## config.mk

```make
export PLATFORM = sky130hd
export DESIGN_NAME = hamming_7_4_serial_encoder
export DESIGN_NICKNAME = d
export VERILOG_FILES = /design/src/rtl/hamming_7_4_serial_encoder.sv
export SDC_FILE = /design/constraint.sdc
export NUM_CORES = 1
export LEC_CHECK = 0
export CORE_MARGIN = 8
export CORE_UTILIZATION = 58
export CTS_CLUSTER_SIZE = 25
export DETAILED_ROUTE_END_ITERATION = 12
export HOLD_SLACK_MARGIN = 0.1
export PLACE_DENSITY = 0.83
export SETUP_SLACK_MARGIN = 0.05
export SYNTH_ARGS = -nofsm -noshare
export SYNTH_HDL_FRONTEND = slang
export SYNTH_SLANG_ARGS = --single-unit
```

## constraint.sdc

```tcl
create_clock -name clk -period 5.3 [get_ports clk]
set_input_delay 1.06 -clock clk [delete_from_list [all_inputs] [get_ports clk]]
set_output_delay 1.06 -clock clk [all_outputs]
set_load 0.1 [all_outputs]
```

## src/rtl/hamming_7_4_serial_encoder.sv

```systemverilog
// hamming_7_4_serial_encoder: (7,4) Hamming encoder with one-word holding buffer and MSB-first serialiser.
// Ports:
//   clk          rising-edge clock
//   rst_n        asynchronous active-low reset
//   in_data      information nibble d[3:0], placed at codeword bits [6:3]
//   in_valid     in_data valid; a nibble is taken when in_valid & in_ready
//   err_pos      (HAMMING_ERR_INJECT_EN only) nonzero p flips codeword bit p-1
//   in_ready     holding buffer empty (and out of reset for at least one edge)
//   ser_out      serial codeword bit, bit 6 first
//   ser_valid    ser_out carries a codeword bit
//   frame_start  pulse with bit 6 of every frame
//   code_out     parallel copy of the frame being shifted, held until the next load
//   busy         frame shifting, gap running or holding buffer full
// Optional feature macro: HAMMING_ERR_INJECT_EN
module hamming_7_4_serial_encoder #(
    parameter int IDLE_BITS = 1
) (
    input  logic       clk,
    input  logic       rst_n,
    input  logic [3:0] in_data,
    input  logic       in_valid,
`ifdef HAMMING_ERR_INJECT_EN
    input  logic [2:0] err_pos,
`endif
    output logic       in_ready,
    output logic       ser_out,
    output logic       ser_valid,
    output logic       frame_start,
    output logic [6:0] code_out,
    output logic       busy
);
    typedef enum logic [1:0] {S_IDLE, S_SHIFT, S_GAP} state_t;
    localparam bit HAS_GAP = IDLE_BITS != 0;
    localparam logic [3:0] GAP_LAST = 4'(HAS_GAP ? IDLE_BITS - 1 : 0);
    state_t     r_state;
    state_t     w_state_n;
    logic [3:0] r_cnt;
    logic [6:0] r_buf;
    logic       r_buf_full;
    logic [6:0] r_shift;
    logic [6:0] r_code;
    logic       r_rdy_en;
    logic [6:0] w_clean;
    logic [6:0] w_code;
    logic       w_accept;
    logic       w_frame_end;
    logic       w_gap_end;
    logic       w_line_free;
    logic       w_load_buf;
    logic       w_load_direct;
    logic       w_load;
    logic       w_to_buf;
    logic [6:0] w_load_word;
    assign w_clean = {in_data,
                      in_data[3] ^ in_data[2] ^ in_data[1],
                      in_data[3] ^ in_data[2] ^ in_data[0],
                      in_data[3] ^ in_data[1] ^ in_data[0]};
`ifdef HAMMING_ERR_INJECT_EN
    assign w_code = w_clean ^ ((err_pos == 3'd0) ? 7'd0 : 7'd1 << (err_pos - 3'd1));
`else
    assign w_code = w_clean;
`endif
    assign w_accept      = in_valid & in_ready;
    assign w_frame_end   = (r_state == S_SHIFT) && (r_cnt == 4'd6);
    assign w_gap_end     = (r_state == S_GAP) && (r_cnt == GAP_LAST);
    // the shifter can take the next frame on this edge
    assign w_line_free   = (r_state == S_IDLE) || w_gap_end || (w_frame_end && !HAS_GAP);
    assign w_load_buf    = r_buf_full && w_line_free;
    // only an idle encoder lets an accepted nibble bypass the buffer
    assign w_load_direct = (r_state == S_IDLE) && !r_buf_full && w_accept;
    assign w_load        = w_load_buf | w_load_direct;
    assign w_to_buf      = w_accept & ~w_load_direct;
    assign w_load_word   = r_buf_full ? r_buf : w_code;
    always_ff @(posedge clk or negedge rst_n) begin
        if (!rst_n)
            r_state <= S_IDLE;
        else
            r_state <= w_state_n;
    end
    always_comb begin
        w_state_n = w_load      ? S_SHIFT :
                    w_frame_end ? (HAS_GAP ? S_GAP : S_IDLE) :
                    w_gap_end   ? S_IDLE : r_state;
    end
    always_comb begin
        in_ready    = r_rdy_en & ~r_buf_full;
        ser_valid   = r_state == S_SHIFT;
        ser_out     = ser_valid & r_shift[6];
        frame_start = ser_valid && (r_cnt == 4'd0);
        busy        = (r_state != S_IDLE) || r_buf_full;
        code_out    = r_code;
    end
    always_ff @(posedge clk or negedge rst_n) begin
        if (!rst_n) begin
            r_rdy_en   <= 1'b0;
            r_cnt      <= 4'd0;
            r_buf      <= 7'd0;
            r_buf_full <= 1'b0;
            r_shift    <= 7'd0;
            r_code     <= 7'd0;
        end else begin
            r_rdy_en   <= 1'b1;
            r_cnt      <= (w_load || w_state_n != r_state) ? 4'd0 : r_cnt + 4'd1;
            r_buf      <= w_to_buf ? w_code : r_buf;
            r_buf_full <= w_to_buf | (r_buf_full & ~w_load_buf);
            r_shift    <= w_load ? w_load_word :
                          (r_state == S_SHIFT) ? {r_shift[5:0], 1'b0} : r_shift;
            r_code     <= w_load ? w_load_word : r_code;
        end
    end
endmodule
```

==> results of run 1 <==
-- per-stage QoR --
stage	area (µm²)	hold slack [ps]	setup WS (ps)	instances	utilization, %
5_1_grt	1710	537	1510	168	70.1
3_3_place_gp	1660	479	1990	160	68.1
6_report	1710	505	1620	168	70.1
4_1_cts	1710	510	1590	168	70.1
2_1_floorplan	1470	461	1880	116	-
3_5_place_dp	1660	497	1960	160	68.1
-- cell usage in the layout, fill, tap and decap left out, types with 2 or more instances in the layout --
| cell | n |
|---|---|
| clkdlybuf4s50_1 | 18 |
| clkbuf_1 | 3 |
| nor2_1 | 3 |
| nand4bb_1 | 2 |
| mux2_2 | 7 |
| buf_4 | 2 |
| nand2b_1 | 2 |
| xnor2_1 | 2 |
| dfrtp_1 | 29 |
| a21oi_1 | 2 |
| inv_1 | 11 |
| mux2i_1 | 27 |
| ha_1 | 3 |
| clkbuf_4 | 5 |
| nand2_1 | 2 |
| xor3_1 | 3 |
| nor3_1 | 3 |
-- worst max-delay path: cells and delay by family (launching register included) --
kind	cells	cell delay [ps]
buffers and inverters	2	1230
adder cells (fa/ha/maj)	1	160
AND/OR/NAND/NOR	2	490
flip-flops	1	420
-- cells by family after synthesis --
kind of cell | synth area share [%]
compound gates | 3.65
xor+xnor | 6.03
fa+ha+maj | 2.55
buf+inv | 6.37
flops | 49.3
mux | 23.7
other cells | 0.255
simple gates | 8.16
-- sequential cells by signal (all words and copies together) (netlist names) --
signal      cells
code_out        7
r_buf           7
r_shift         7
r_cnt           4
r_state         2
r_buf_full      1
r_rdy_en        1
-- path summary, 6_finish.rpt --
check,start,to,slack (ps),depth (start not counted)
max in group asynchronous,rst_n,code_out[6],3920,2
max reg2reg,r_cnt[0],code_out[2],3000,6
min,r_cnt[0],r_cnt[0],510,1
min reg2reg,r_cnt[0],r_cnt[0],510,1
min in group asynchronous,rst_n,r_cnt[3],1110,2
max,r_cnt[0],frame_start,1620,5
-- cell usage after synthesis --
cell type  count  area share, %
clkinv_1       1           0.25
nor2_1         3           0.76
nand4bb_1      2            1.5
nor3b_1        1           0.51
a21oi_1        2           0.68
mux2i_1       27             18
dfrtp_1       29             49
o21bai_1       1           0.51
xor3_1         3            4.8
or3b_4         1           0.76
mux2_2         7            5.4
buf_6          1           0.76
or3_1          1           0.43
buf_12         1            1.4
conb_1         1           0.25
buf_2          2           0.68
ha_1           3            2.5
nand2b_1       2           0.85
o31ai_1        1           0.51
a31oi_1        1           0.43
and2_1         1           0.43
nand3_1        1           0.34
inv_1         11            2.8
xnor2_1        2            1.2
nand2_1        2           0.51
nand4b_1       1           0.59
a221oi_2       1            1.0
nor3_1         3            1.0
nor2b_1        1           0.43
o211ai_1       1           0.51
clkbuf_1       2           0.51
-- routing by layer --
metal  part of all wire (%)  GRT usage, %  vias to the layer above
met5                      0             0                        -
met4                    1.8          8.00                        0
met3                    4.9          5.08                        5
met2                     52          21.2                       15
met1                     41          14.6                      461
li1                       -             -                      438
-- cell type report --
| cell class | instances | share of cell area, % |
|---|---|---|
| flip-flops and latches | 29 | 42.6 |
| inverters | 12 | 2.64 |
| repair buffers | 20 | 11.4 |
| clock buffers | 8 | 2.86 |
| multi-input cells | 69 | 38.3 |
| well taps | 30 | 2.20 |
==> metrics.md, run 1 <==
| Metric | Value |
|---|---|
| Outcome | completed |
| CTS buffer count | 5 |
| Final slew viol count | 0 |
| Slew headroom | 34.4% |
| Mapped Nets | 126 |
| Crit. End Element | output pin |
| DRT iter0 DRCs | 29 |
| Seq cells post-synth | 29 |
| Number of global-route vias before repair | 951 |
| Synth Area per Inst | 12.7 µm² |
| Critical path type | reg2out |
| HP Class | reg2reg |
| FF/Latch Area | 726 µm² |
| Hold buffer count at cts | 0 |
| H-tree depth | 2 |
| Total Nets Final | 147 |
| Post CTS Setup Buffer Count | 0 |
| First-pass GRT wire length | 4370 µm |
| Sequential element share of the synthesized area | 49.3% |
| Total negative slack | 0 ps |
| Clock tree buffer depth | 2 |
| Die width | 66.4 µm |
| Remaining DRCs | 0 |
| Share of cells above drive strength 1 | 11.6% |
| Filler Cell Count | 189 |
| Top Ports | 19 |
| Total GRT Usage | 13.3% |
| Gate Count Post-Synth | 116 |
| Initial DRT Pass Iterations | 4 |
| Crit path max fanout | 4 |
| Drt via density | 5.47 |
| GR Overflow Total | 0 |
| Unrepaired setup endpoints after global routing | no |
| WL final | 2580 µm |
| CP required | 4240 ps |
| Area of the multi-input gates | 653 µm² |
| Core box area | 0.00243 mm² |
| Max Freq | 272 MHz |
| Die height | 66.4 µm |
| DRT antenna net count | 0 |
| Period minus WS final | 3680 ps |
| Largest net degree at the start of global routing | 30 |
| CTS sink cnt | 29 |
| P&R area growth vs syn | 15.8% |
| CTS tree | built |
| Vias | 919 |
| Clk root buf | clkbuf_4 |
| Initial core utilization | 60.5% |
| Initial antenna violation count | 0 |
| Worst-Skew Late Latency | 320 ps |
| Yosys warns | 0 |
| Critical-path cell list | inv_1 > ha_1 > or3b_4 > nor2_1 > clkdlybuf4s50_1 |
| Die ar. | 0.00441 mm² |
| Antenna Cells | 0 |
| IO buf count | 18 |
| Max-Cap Viols | 0 |
| Setup violators final | 0 |
| Yosys cell types | 31 |
| Period Utilization, post-route | 69.5% |
| Rows | 18 |
| Post-Syn Area | 0.00147 mm² |
| Post-CTS Resized | 0 |
| Clock transition at the registers of the reported paths | 90 ps |
| Wirelength per Cell | 15.4 µm |
| Worst-margin pin slew | 981 ps |
| Clock skew | 6.66 ps |
| Slowest CP cell | clkdlybuf4s50_1 |
| Data arrival, critical path | 2620 ps |
| Final hold violation count | 0 |
| Startpoint types | flop |
| Final Wtd Congestion | 0.749 |
| CP peak stage delay | 1140 ps |
| Hpwl dp | 1960 µm |
Power of run 1 is left out: the tool's default activity adds up to more than one toggle a clock period on the data nets, which glitch-free logic cannot reach.
==> inputs of run 2 (changes only) <==
Settings changed: CORE_UTILIZATION 58 to 54, PLACE_DENSITY 0.83 to 0.78.
Clock period 5.3 ns to 3.4 ns, I/O delays scaled along.
==> metrics.md, run 2 (synthesis gave the netlist of run 1 again) <==
| Metric | Value |
|---|---|
| Period minus WS final | 2580 ps |
| H-tree depth | 2 (unchanged) |
| Die width | 68.2 µm (+2.8%) |
| Share of cells above drive strength 1 | 21.7% (+10 points) |
| Crit path max fanout | 10 (+6) |
| Crit Reg-Reg Startpoint | r_cnt[0] |
| Post-CTS Resized | 0 (unchanged) |
| First-pass GRT wire length | 4140 µm (-5.2%) |
| CTS buffer count | 5 (unchanged) |
| DRT iter0 DRCs | 44 (+52%) |
| Period Utilization, post-route | 75.9% |
| Area of the multi-input gates | 653 µm² (unchanged) |
| Final Wtd Congestion | 0.720 (-3.9%) |
| Initial core utilization | 55.3% (-5.2 points) |
| Die ar. | 0.00465 mm² (+5.6%) |
| Filler Cell Count | 229 (+21%) |
| Data arrival, critical path | 1900 ps (-720 ps) |
| WL final | 2530 µm (-2.2%) |
| Clock skew | 3.57 ps (-3.09 ps) |
| Core box area | 0.00266 mm² (+9.5%) |
| Vias | 903 (-1.7%) |
| Top Ports | 19 (unchanged) |
| Setup violators final | 0 (unchanged) |
| Crit. End Element | output pin |
| Largest net degree at the start of global routing | 30 (unchanged) |
| Clock tree buffer depth | 2 (unchanged) |
| Max-Cap Viols | 0 (unchanged) |
| Critical path type | reg2out |
| Number of global-route vias before repair | 877 (-7.8%) |
| CP required | 2720 ps (-1520 ps) |
| Outcome | completed |
| GR Overflow Total | 0 (unchanged) |
| HP Class | reg2reg |
| DRT antenna net count | 0 (unchanged) |
| Final slew viol count | 0 (unchanged) |
| Worst-Skew Late Latency | 320 ps (about the same) |
| Startpoint types | flop |
| Remaining DRCs | 0 (unchanged) |
| Hpwl dp | 1780 µm (-8.9%) |
| CP peak stage delay | 500 ps (-640 ps) |
| Worst hold endpoint | r_cnt[0] |
| Final hold violation count | 0 (unchanged) |
| Hold Path Depth | 1 (unchanged) |
| Hold buffer count at cts | 0 (unchanged) |
| Most frequent cells in the layout | dfrtp_1, mux2i_1, buf_4 |
| Total Nets Final | 147 (unchanged) |
| Post CTS Setup Buffer Count | 0 (unchanged) |
| Antenna Cells | 0 (unchanged) |
| Rows | 19 (+1) |
| Critical-path cell list | nand2b_1 > clkinv_1 > and2_1 > buf_4 |
| Max Freq | 388 MHz |
| Wirelength per Cell | 15.0 µm (-2.7%) |
| Hold_sp | r_cnt[0] |
| Commonest non-fill, non-tap cell in the layout | dfrtp_1 |
| P&R area growth vs syn | 15.5% |
| Clock transition at the registers of the reported paths | 90 ps (about the same) |
| Total negative slack | 0 ps (unchanged) |
| Drt via density | 5.34 (-2.3%) |
| Slowest CP cell | dfrtp_1 |
| Reg2reg end | r_shift[1] |
| Clk root buf | clkbuf_4 |
| Worst-margin pin slew | 977 ps (-4.01 ps) |
| Unrepaired setup endpoints after global routing | no |
| CTS tree | built |
| Slew headroom | 34.7% (+0.27 points) |
| Buffers plus inverters on the worst setup path | 2 (unchanged) |
| Initial DRT Pass Iterations | 4 (unchanged) |
| Initial antenna violation count | 0 (unchanged) |
| FF/Latch Area | 726 µm² (unchanged) |
| R2r setup slk | 1400 ps (-1600 ps) |
| Total GRT Usage | 12.4% (-0.90 points) |
| Delay-heaviest family, CP | simple AND/OR/NAND/NOR gates |
| CTS sink cnt | 29 (unchanged) |
| IO buf count | 18 (unchanged) |
| R2R cell count | 6 (unchanged) |
| Die height | 68.2 µm (+2.8%) |
run 2: cell count changes in the layout (fill, tap and decap cells not counted):
cell / change
buf_4: +11
clkinv_2: +1
clkdlybuf4s50_1: -11
clkbuf_8: +2
clkbuf_1: -3
run 2: per-stage QoR:
step | cell area, µm² | hold WS [ps] | util, % | setup WS [ps] | std cells
2_1_floorplan | 1470 | 384 | - | 358 | 116
3_3_place_gp | 1630 | 487 | 61.2 | 1160 | 161
3_5_place_dp | 1630 | 493 | 61.2 | 1120 | 161
4_1_cts | 1700 | 504 | 63.9 | 780 | 169
5_1_grt | 1700 | 529 | 63.9 | 676 | 169
6_report | 1700 | 502 | 63.9 | 821 | 169
run 2: area by class of cell:
class                      count  area share [%]
inverter                      12            2.65
clock inverter                 1           0.294
timing repair buffer          20            9.86
clock buffer                   7            3.83
sequential                    29            42.7
tap                           31            2.28
multi-input combinational     69            38.4
run 2: metal layers:
metal | wire [µm] | vias to the layer above | track usage, %
met5 | 0 | - | 0
met3 | 173 | 6 | 6.22
met2 | 1210 | 22 | 19.5
li1 | - | 438 | -
met4 | 52 | 0 | 6.14
met1 | 1090 | 437 | 13.6
run 2: worst max path at each step:
stage | startpoint | cells after the start | endpoint
2_1_floorplan | r_state[1] | 5 | ser_out
3_3_place_gp | in_valid | 4 | r_buf[1]
3_5_place_dp | in_valid | 4 | r_buf[6]
4_1_cts | r_state[1] | 4 | ser_out
5_1_grt | r_state[1] | 4 | ser_out
6_report | r_state[1] | 4 | ser_out
Power of run 2 is left out for the same reason.
==> inputs of run 3 (changes only) <==
Settings changed: CORE_UTILIZATION 54 to 49, PLACE_DENSITY 0.78 to 0.75.
Clock period 3.4 ns to 2.2 ns, I/O delays scaled along.
==> metrics.md, run 3 (synthesis gave the netlist of run 1 again) <==
| Metric | Value |
|---|---|
| Inst Count DP | 166 (+3.1%) |
| GR Overflow Total | 0 (unchanged) |
| Crit path max fanout | 4 (-6) |
| Fin area | 0.00180 mm² (+5.9%) |
| Antenna Cells | 0 (unchanged) |
| Commonest non-fill, non-tap cell in the layout | dfrtp_1 |
| Setup violators final | 0 (unchanged) |
| CP peak stage delay | 420 ps (-80 ps) |
| Die ar. | 0.00502 mm² (+7.8%) |
| Period Utilization, post-route | 95.3% |
| Clock tree buffer depth | 2 (unchanged) |
| Crit. End Element | output pin |
| IO buf count | 18 (unchanged) |
| Initial core utilization | 49.9% (-5.4 points) |
| Final Wtd Congestion | 0.813 (+13%) |
| Die height | 70.8 µm (+3.8%) |
| Post-DP Area | 0.00172 mm² (+5.7%) |
| Rows | 20 (+1) |
| Filler Cell Count | 243 (+6.1%) |
| Total Nets Final | 152 (+3.4%) |
| CTS sink cnt | 29 (unchanged) |
| Wirelength per Cell | 15.5 µm (+3.6%) |
| Top Ports | 19 (unchanged) |
| DRT antenna net count | 0 (unchanged) |
| WL final | 2710 µm (+7.2%) |
| Final Non-Filler Cells | 175 (+3.6%) |
| Largest net degree at the start of global routing | 30 (unchanged) |
| Data arrival, critical path | 1660 ps (-240 ps) |
| CTS tree | built |
| Initial DRT Pass Iterations | 4 (unchanged) |
| Max Freq | 477 MHz |
| H-tree depth | 2 (unchanged) |
| Final hold violation count | 0 (unchanged) |
| CP required | 1760 ps (-960 ps) |
| Most frequent cells in the layout | dfrtp_1, mux2i_1, buf_4 |
| Area of the multi-input gates | 667 µm² (+2.1%) |
| Initial antenna violation count | 0 (unchanged) |
| Slowest CP cell | dfrtp_1 |
| DRT iter0 DRCs | 54 (+23%) |
| Critical path type | reg2out |
| Final slew viol count | 0 (unchanged) |
| HP Class | in2async |
| Critical Path Start | r_cnt[1] |
| P&R area growth vs syn | 22.3% |
| Hold Slack | 494 ps (-8.30 ps) |
| Share of cells above drive strength 1 | 27.5% (+5.7 points) |
| Die width | 70.8 µm (+3.8%) |
| Reg2reg end | r_shift[4] |
| Core box area | 0.00295 mm² (+11%) |
| Hpwl dp | 2010 µm (+13%) |
| Drt via density | 5.27 (-1.4%) |
| Outcome | completed |
| Unrepaired setup endpoints after global routing | yes |
| Clock transition at the registers of the reported paths | 90 ps (about the same) |
| Number of global-route vias before repair | 962 (+9.7%) |
| Vias | 922 (+2.1%) |
| Crit Reg-Reg Startpoint | r_cnt[1] |
| Clk root buf | clkbuf_4 |
| Total GRT Usage | 11.6% (-0.78 points) |
| Worst-Skew Late Latency | 320 ps (about the same) |
| Remaining DRCs | 0 (unchanged) |
| Period minus WS final | 2100 ps |
| FF/Latch Area | 726 µm² (unchanged) |
| First-pass GRT wire length | 4550 µm (+10%) |
| R2r setup slk | 150 ps (-1250 ps) |
| Delay-heaviest family, CP | simple AND/OR/NAND/NOR gates |
| Critical-path cell list | inv_1 > ha_1 > or3b_4 > nor2_4 > buf_12 |
| CTS buffer count | 5 (unchanged) |
| Buffers plus inverters on the worst setup path | 2 (unchanged) |
| Startpoint types | flop |
| Max-Cap Viols | 0 (unchanged) |
| Clock skew | 9.32 ps (+5.75 ps) |
| Total negative slack | 0 ps (unchanged) |
| R2R cell count | 7 (+1) |
| Hold buffer count at cts | 0 (unchanged) |
## run 3: layer usage
| metal | wire, µm | track usage (%) |
|---|---|---|
| met4 | 29 | 4.16 |
| met1 | 1210 | 13.2 |
| met2 | 1300 | 18.1 |
| met5 | 0 | 0 |
| met3 | 170 | 6.07 |
## run 3: how the worst max path moves through the flow
stage | endpoint | cells past startpoint | slack, ps
2_1_floorplan | frame_start | 4 | -40
3_3_place_gp | code_out[1] | 4 | 300
3_5_place_dp | r_shift[0] | 4 | 240
4_1_cts | ser_out | 4 | 60
5_1_grt | frame_start | 5 | 30
6_report | frame_start | 5 | 100
## run 3: metrics by stage
| stage | utilization (%) | setup WS, ps |
|---|---|---|
| global route | 61.0 | 27.3 |
| CTS | 60.6 | 59.0 |
| floorplan | - | -37.5 |
| detailed placement | 58.3 | 240 |
| global placement | 58.3 | 302 |
| finish | 61.0 | 104 |
## run 3: area by class of cell
class                           instances  area share, %
Timing Repair Buffer                   25           14.7
Sequential cell                        29           40.3
Inverter                               12           2.57
Clock buffer                            7           3.06
Tap cell                               33           2.29
Multi-Input combinational cell         69           37.0
## run 3: what timing repair did
action / 4_1_cts / 5_1_grt
pin swaps: 0 / 0
endpoints found under the setup margin: 1 / 3
setup buffers: 1 / 1
gates resized for setup: 1 / 1
cloned: 0 / 0
Power of run 3 is left out for the same reason.
